==> src/rtl/i2c_pkg.sv <==
// rtl/i2c_pkg.sv - shared constants for the register-level I2C/SCCB sequencer
// Purpose: engine command one-hot bits, sequencer FSM states, step indices.
package i2c_pkg;

  // Engine command bits (one-hot, OR-ed together per step)
  localparam logic [5:0] WR   = 6'b000001;
  localparam logic [5:0] STA  = 6'b000010;
  localparam logic [5:0] RD   = 6'b000100;
  localparam logic [5:0] STO  = 6'b001000;
  localparam logic [5:0] ACK  = 6'b010000;
  localparam logic [5:0] NACK = 6'b100000;

  typedef enum logic [2:0] {
    ST_IDLE   = 3'd0,
    ST_ISSUE  = 3'd1,
    ST_WAIT   = 3'd2,
    ST_NEXT   = 3'd3,
    ST_FINISH = 3'd4
  } state_t;

  // Step indices; S_ABORT is the bus-release step used after a NACK
  localparam logic [2:0] S0      = 3'd0;
  localparam logic [2:0] S1      = 3'd1;
  localparam logic [2:0] S2      = 3'd2;
  localparam logic [2:0] S3      = 3'd3;
  localparam logic [2:0] S4      = 3'd4;
  localparam logic [2:0] S_ABORT = 3'd5;

endpackage

==> src/rtl/i2c_reg_ctrl.sv <==
// rtl/i2c_reg_ctrl.sv - register write/read sequencer driving a byte-level I2C engine
// Purpose: splits one register write or read request into engine transactions
//   (Cmd/Go/Trans_Done handshake) and returns read data, done pulse and ack error.
// Ports:
//   Clk, Rst                 clock, asynchronous active-high reset
//   wrreg_req, rdreg_req     request strobes (sampled in IDLE, write wins)
//   Dev_Addr, Reg_Addr,
//   Addr_Mode, Wr_Data       request fields, latched on acceptance
//   Rd_Data, RW_Done,
//   Ack_Err, Busy            results to the init sequencer
//   Cmd, Go, Tx_DATA         engine command interface
//   Rx_DATA, Trans_Done,
//   ack_o                    engine response interface
// Configuration: define I2C_ACK_CHECK_EN to abort on slave NACK.
module i2c_reg_ctrl
  import i2c_pkg::*;
(
  input  logic        Clk,
  input  logic        Rst,
  input  logic        wrreg_req,
  input  logic        rdreg_req,
  input  logic [6:0]  Dev_Addr,
  input  logic [15:0] Reg_Addr,
  input  logic        Addr_Mode,
  input  logic [7:0]  Wr_Data,
  output logic [7:0]  Rd_Data,
  output logic        RW_Done,
  output logic        Ack_Err,
  output logic        Busy,
  output logic [5:0]  Cmd,
  output logic        Go,
  output logic [7:0]  Tx_DATA,
  input  logic [7:0]  Rx_DATA,
  input  logic        Trans_Done,
  input  logic        ack_o
);

  state_t      state, next_state;
  logic [2:0]  step, step_next;
  logic        is_rd;
  logic [6:0]  dev;
  logic [15:0] reg_addr;
  logic        mode16;
  logic [7:0]  wr_data;
  logic [5:0]  step_cmd;
  logic [7:0]  step_tx;
  logic        nack_hit;
  logic        last_step;

`ifdef I2C_ACK_CHECK_EN
  logic ack_err_q;
`else
  logic unused_ack;
  assign unused_ack = ack_o;
`endif

  always_ff @(posedge Clk or posedge Rst) begin
    if (Rst) begin
      state    <= ST_IDLE;
      step     <= S0;
      is_rd    <= 1'b0;
      dev      <= '0;
      reg_addr <= '0;
      mode16   <= 1'b0;
      wr_data  <= '0;
      Rd_Data  <= '0;
`ifdef I2C_ACK_CHECK_EN
      ack_err_q <= 1'b0;
`endif
    end else begin
      state <= next_state;
      case (state)
        ST_IDLE: begin
          if (wrreg_req || rdreg_req) begin
            is_rd    <= ~wrreg_req;
            dev      <= Dev_Addr;
            reg_addr <= Reg_Addr;
            mode16   <= Addr_Mode;
            wr_data  <= Wr_Data;
            step     <= S0;
`ifdef I2C_ACK_CHECK_EN
            ack_err_q <= 1'b0;
`endif
          end
        end
        // Capture on the completion edge so Rd_Data is already valid in NEXT,
        // one cycle ahead of RW_Done.
        ST_WAIT: if (Trans_Done && step == S4) Rd_Data <= Rx_DATA;
        ST_NEXT: begin
          step <= step_next;
`ifdef I2C_ACK_CHECK_EN
          if (nack_hit) ack_err_q <= 1'b1;
`endif
        end
        default: ;
      endcase
    end
  end

  // Step-to-command decode
  always_comb begin
    step_cmd = '0;
    step_tx  = '0;
    case (step)
      S0: begin step_cmd = STA | WR; step_tx = {dev, 1'b0}; end
      S1: begin step_cmd = WR; step_tx = reg_addr[15:8]; end
      S2: begin step_cmd = is_rd ? (WR | STO) : WR; step_tx = reg_addr[7:0]; end
      S3: begin
        step_cmd = is_rd ? (STA | WR) : (WR | STO);
        step_tx  = is_rd ? {dev, 1'b1} : wr_data;
      end
      S4:      begin step_cmd = RD | NACK | STO; step_tx = 8'h00; end
      S_ABORT: begin step_cmd = WR | STO; step_tx = 8'hFF; end
      default: ;
    endcase
  end

  always_comb begin
    next_state = state;
    step_next  = step;
    nack_hit   = 1'b0;
    last_step  = (step == S_ABORT) || (!is_rd && step == S3) || (is_rd && step == S4);
`ifdef I2C_ACK_CHECK_EN
    nack_hit   = ack_o && ((step_cmd & WR) != 6'd0);
`endif
    case (state)
      ST_IDLE:   if (wrreg_req || rdreg_req) next_state = ST_ISSUE;
      ST_ISSUE:  next_state = ST_WAIT;
      ST_WAIT:   if (Trans_Done) next_state = ST_NEXT;
      ST_NEXT: begin
        if (nack_hit && ((step_cmd & STO) == 6'd0)) begin
          // bus still held by the slave transaction: release it with a stop
          step_next  = S_ABORT;
          next_state = ST_ISSUE;
        end else if (nack_hit || last_step) begin
          next_state = ST_FINISH;
        end else begin
          next_state = ST_ISSUE;
          case (step)
            S0:      step_next = mode16 ? S1 : S2;
            S1:      step_next = S2;
            S2:      step_next = S3;
            S3:      step_next = S4;
            default: step_next = step;
          endcase
        end
      end
      ST_FINISH: next_state = ST_IDLE;
      default:   next_state = ST_IDLE;
    endcase
  end

  assign Go      = (state == ST_ISSUE);
  assign Cmd     = (state == ST_ISSUE || state == ST_WAIT) ? step_cmd : 6'd0;
  assign Tx_DATA = (state == ST_ISSUE || state == ST_WAIT) ? step_tx : 8'd0;
  assign RW_Done = (state == ST_FINISH);
  assign Busy    = (state != ST_IDLE);
`ifdef I2C_ACK_CHECK_EN
  assign Ack_Err = (state == ST_FINISH) && ack_err_q;
`else
  assign Ack_Err = 1'b0;
`endif

endmodule

==> config.mk <==
export PLATFORM = sky130hd
export DESIGN_NAME = i2c_reg_ctrl
export DESIGN_NICKNAME = d
export VERILOG_FILES = /design/src/rtl/i2c_pkg.sv /design/src/rtl/i2c_reg_ctrl.sv
export SDC_FILE = /design/constraint.sdc
export NUM_CORES = 1
export LEC_CHECK = 0
export CORE_MARGIN = 3
export CORE_UTILIZATION = 47
export DETAILED_ROUTE_END_ITERATION = 10
export PLACE_DENSITY = 0.9
export SLEW_MARGIN = 20
export SYNTH_ARGS = -nofsm -noshare
export SYNTH_HDL_FRONTEND = slang
export SYNTH_SLANG_ARGS = --single-unit
==> constraint.sdc <==
create_clock -name Clk -period 1.9 [get_ports Clk]
set_clock_uncertainty 0.2 [all_clocks]
set_input_delay 0.285 -clock Clk [delete_from_list [all_inputs] [get_ports Clk]]
set_output_delay 0.285 -clock Clk [all_outputs]
set_load 0.01 [all_outputs]
# Word level (Yosys, flattened, before mapping)
# Index checks and enable logic that the tools add are counted.
# word_totals
input_bits,46
out_inout_bits,26
wordCells,54
register_bits,47
# classes
reduce_logical,16
mux,16
bitwise,1
n_eq_ne,13
# op_table
cell,count
$pmux 8 s5,1
$pmux 6 s6,1
$pmux 3 s4,2
$mux 8,2
$mux 3,5
$eq 3x2->1 const B,4
$eq 3x3->1 const B,3
$mux 4,2
$eq 3x1->1 const B,2
$logic_not 3->1,2
$mux 6,1
$ne 2x2->1 const B,3
$pmux 3 s2,1
$reduce_and 2->1,3
$ne 5x2->1 const B,1
$logic_or 1x1->1,4
$reduce_and 4->1,1
$logic_and 1x1->1,3
$reduce_bool 3->1,1
$mux 2,1
$reduce_bool 2->1,1
$logic_not 1->1,1
$not 1->1,1

# Logic depth before layout (Yosys ltp)
# logic_depth
word_depth,6
depth_mapped,6
ltp_nobuf,4

# Worst setup path before layout
# Ideal clock, no wire load.
# synth_path
path_type,register to output
start,register state[0]
end,output port Cmd[5]
arrival_time_ps,1402
stages_incl_launch_ff,6
slack_ps,13
t_required_ps,1415
n_path_buf,2
path_cell_list,dfrtp_1 -> buf_6 -> xor2_1 -> nand2_1 -> nor4_1 -> buf_4
# synth_via
elab_chain_len,3
elab_cells_between_ends,4
classes_between,2 x eq/ne; 1 x mux; 1 x reduce/logical
# synth_lines
item,line_no,rtl
"start, declared",i2c_reg_ctrl.sv:38,"state_t state, next_state;"
"start signal, assigned",i2c_reg_ctrl.sv:71,state <= next_state;
$eq 3x1->1 or $eq 3x2->1 (tied branches),i2c_reg_ctrl.sv:154,assign Cmd = (state == ST_ISSUE || state == ST_WAIT) ? step_cmd : 6'd0;
$logic_or 1x1->1 *,i2c_reg_ctrl.sv:154,
$mux 6 *,i2c_reg_ctrl.sv:154,
"end, declared",i2c_reg_ctrl.sv:30,"output logic [5:0] Cmd,"
# Every way passes the cells marked *; elsewhere a longest branch is shown, timed or not.

# Final worst setup path
# layout_path
start,register step[0]
end,output port Tx_DATA[3]
# layout_via
elab_chain_len,3
elab_cells_between_ends,7
classes_between,4 x eq/ne; 2 x mux; 1 x reduce/logical
# layout_lines
item,line_no,rtl
"start, declared",i2c_reg_ctrl.sv:39,"logic [2:0] step, step_next;"
"start signal, assigned",i2c_reg_ctrl.sv:90,step <= step_next;
$eq 3x3->1 (tied with other cells),i2c_reg_ctrl.sv:104,case (step)
$pmux 8 s5 *,i2c_reg_ctrl.sv:104,
$mux 8 *,i2c_reg_ctrl.sv:155,assign Tx_DATA = (state == ST_ISSUE || state == ST_WAIT) ? step_tx : 8'd0;
"end, declared",i2c_reg_ctrl.sv:32,"output logic [7:0] Tx_DATA,"
# Marked as above.

==> flow_summary.toml <==
[status]
outcome = "finished with violations"
violations = "setup timing"

[synthesis]
netlist_instances = 190
synth_seq_cells = 47
ys_top_cells_by_area = "dfrtp_1 49%, mux2_4 19%, mux2_2 4.7%"
syn_avg_cell_area_um2 = 12.7
synth_flop_cell = "dfrtp_1"
netlist_area_um2 = 2410
synth_edf_count = 0
yosys.area.top_type = "dfrtp_1"
yosysWarnings = 0
ys_types = 38
yosysTopAreaCellShare_pct = 48.8
ys_seq_area_share_pct = 48.8
ys_async_sr_fraction_pct = 100

[sta]
timing.final.crit_share_pct = 118
hold_ws_ps = 126
finalHoldViolCount = 0
fmax_mhz = 447
setup-violations-final = 35
rsz0062_at_grt = "true"
worst_slack_ps = -337
finalMaxSlewViolations = 0
finalCriticalPeriod_ps = 2240

[grt]
overflow = 0
grt_pass1_vias = 2057
antenna_found_initial = 0
grt_pass1_wl_mm = 10.6
grt_max_degree = 48
grt_use_total_pct = 22.7

[place]
routabilityCongestion = 0.857
placed_cells = 337
place_area_um2 = 3270
detailed_place_hpwl_mm = 4.19
io_buffer_count = 68

[power_and_ir_drop]
total_power_uw = 6480
p_per_area_nw_per_um2 = 1720
ir_worst_vdd_uv = 988
p_leak_uw = 0.00166

[clock_tree]
cts_hold_buf = 0
cts.sinks = 47
clk_path_buf_depth = 2
clock_latency_ps = 300
htreeDepth = 2
clkTransAtPathRegs_ps = 90
ctsRootBufferMaster = "clkbuf_8"
tritoncts.num_buffers = 5
cts_tree = "built"

[worst_setup_path]
worst_setup_path_end_kind = "primary output"
crit_type = "flip-flop to primary output"
r2r_cells = 7
startpoint_type = "flip-flop"
r2r_slack_ps = -100
worst_r2r_startpoint = "step[1]$_DFFE_PP0P_"
worst_ep_required_time_ps = 1410
path_max_fanout = 5
startpoint = "step[0]$_DFFE_PP0P_"
cp.arrival_ps = 1750
setup.worst_path.end = "Tx_DATA[3]"
rr_endpoint = "step[0]$_DFFE_PP0P_"

[layout]
antennaDiodeCount = 0
area_growth_pct = 56.6
stdcell_count = 362
nNetsFinal = 340
layout-drive-gt1-share_pct = 48.5
design_area_um2 = 3770
final_core_util_pct = 77.8

[floorplan]
start_util_pct = 49.7
ios = 72
die_area_um2 = 6020
chipHeight_um = 77.6
rows = 25
die_x_um = 77.6
coreArea_um2 = 4850

[drt]
post_drt_wl_per_cell_um = 19.9
drc = 0
first_pass_iters = 4
vias = 1985
ant_nets = 0
routed_wl_mm = 7.20
drtIter0Drc = 103
via_per_inst = 5.48

[worst_hold_path]
hp-class = "input pin to asynchronous set/reset pin"

[job]
maxCapViolations = 0
==> layer usage <==
| metal | vias up | share of wire (%) | track usage [%] |
|---|---|---|---|
| li1 | 883 | - | - |
| met1 | 1001 | 40 | 28.2 |
| met3 | 16 | 6.4 | 7.08 |
| met4 | 0 | 1.8 | 9.61 |
| met5 | - | 0 | 0 |
| met2 | 85 | 52 | 36.6 |
==> report_power, final <==
group | leakage (uW) | internal [uW] | total [uW] | switching, uW
clock network | 0.0000612 | 426 | 757 | 331
registers | 0.000566 | 1490 | 1870 | 384
logic | 0.00103 | 2180 | 3850 | 1670
==> repair_timing <==
action	4_1_cts	5_1_grt
cloned	0	3
buffers inserted	8	9
setup endpoints to repair	24	59
pin swaps	20	17
gates resized for setup	95	34
==> area by class of cell <==
type,instances,area (um2)
clock buffer,6,82.6
tap,67,83.8
sequential,47,1180
timing repair buffer,110,1090
multi-input combinational,123,1270
fill,271,1070
inverter,7,28.8
clock inverter,2,35.0
==> Yosys cell counts, types with 5 or more instances <==
library cell / instances
dfrtp_1: 47
mux2_4: 30
nand2_1: 12
o21ai_0: 12
mux2_2: 10
nor2_1: 9
a31oi_1: 8
a22oi_1: 7
inv_1: 6
a21oi_1: 5
buf_4: 5
==> worst min path at each step <==
stage / startpoint / slack (ps) / end
2_1_floorplan: wrreg_req / 170 / is_rd$_DFFE_PP0P_
3_3_place_gp: reg_addr[12]$_DFFE_PP0P_ / 290 / reg_addr[12]$_DFFE_PP0P_
3_5_place_dp: Rd_Data[3]$_DFFE_PP0P_ / 300 / Rd_Data[3]$_DFFE_PP0P_
4_1_cts: Rst / 140 / reg_addr[12]$_DFFE_PP0P_
5_1_grt: Rst / 140 / reg_addr[13]$_DFFE_PP0P_
6_report: Rst / 130 / dev[4]$_DFFE_PP0P_
==> flip-flops by register name (all words and copies together) (netlist names) <==
signal / cells
Rd_Data: 8
is_rd: 1
reg_addr: 16
dev: 7
step: 3
wr_data: 8
mode16: 1
state: 3
==> placed cells by master, fill, tap and decap left out, types with 3 or more instances in the layout <==
cell | synthesis | layout
clkdlybuf4s50_1 | 0 | 52
dfrtp_1 | 47 | 45
mux2_4 | 30 | 33
buf_4 | 5 | 21
buf_6 | 3 | 18
buf_2 | 2 | 11
nand2_1 | 12 | 9
nor2_1 | 9 | 7
o21ai_0 | 12 | 7
mux2_2 | 10 | 7
clkbuf_8 | 0 | 6
a22oi_1 | 7 | 5
inv_2 | 1 | 4
o21ai_1 | 0 | 4
a31oi_1 | 8 | 4
a21oi_1 | 5 | 3
nor3_1 | 3 | 3
nand2_2 | 0 | 3
a31oi_2 | 0 | 3
clkbuf_16 | 0 | 3
buf_12 | 0 | 3
==> logic make-up after synthesis <==
group,after synthesis,synth area share (%)
XOR/XNOR,2,0.727
multiplexers,40,23.4
AND/OR/NAND/NOR,37,8.98
other,1,0.156
AO/OA/AOI/OAI,42,11.5
buffers and inverters,21,6.49
flip-flops,47,48.8
==> per-stage QoR <==
step,setup slack (ps),TNS [ps]
after floorplan,13.3,0
after global placement,-331,-5670
after detailed placement,-395,-6420
after CTS,-227,-1940
after global routing,-377,-7440
final,-337,-3990
==> worst max-delay path: stages, from the launching register on <==
cell and delay, ps:
dfrtp_2 480, nor2_2 220, o21a_4 180, buf_6 130
nand2_1 70, a31oi_1 190, buf_2 170
No activity file was read; power rests on OpenSTA's default activity.
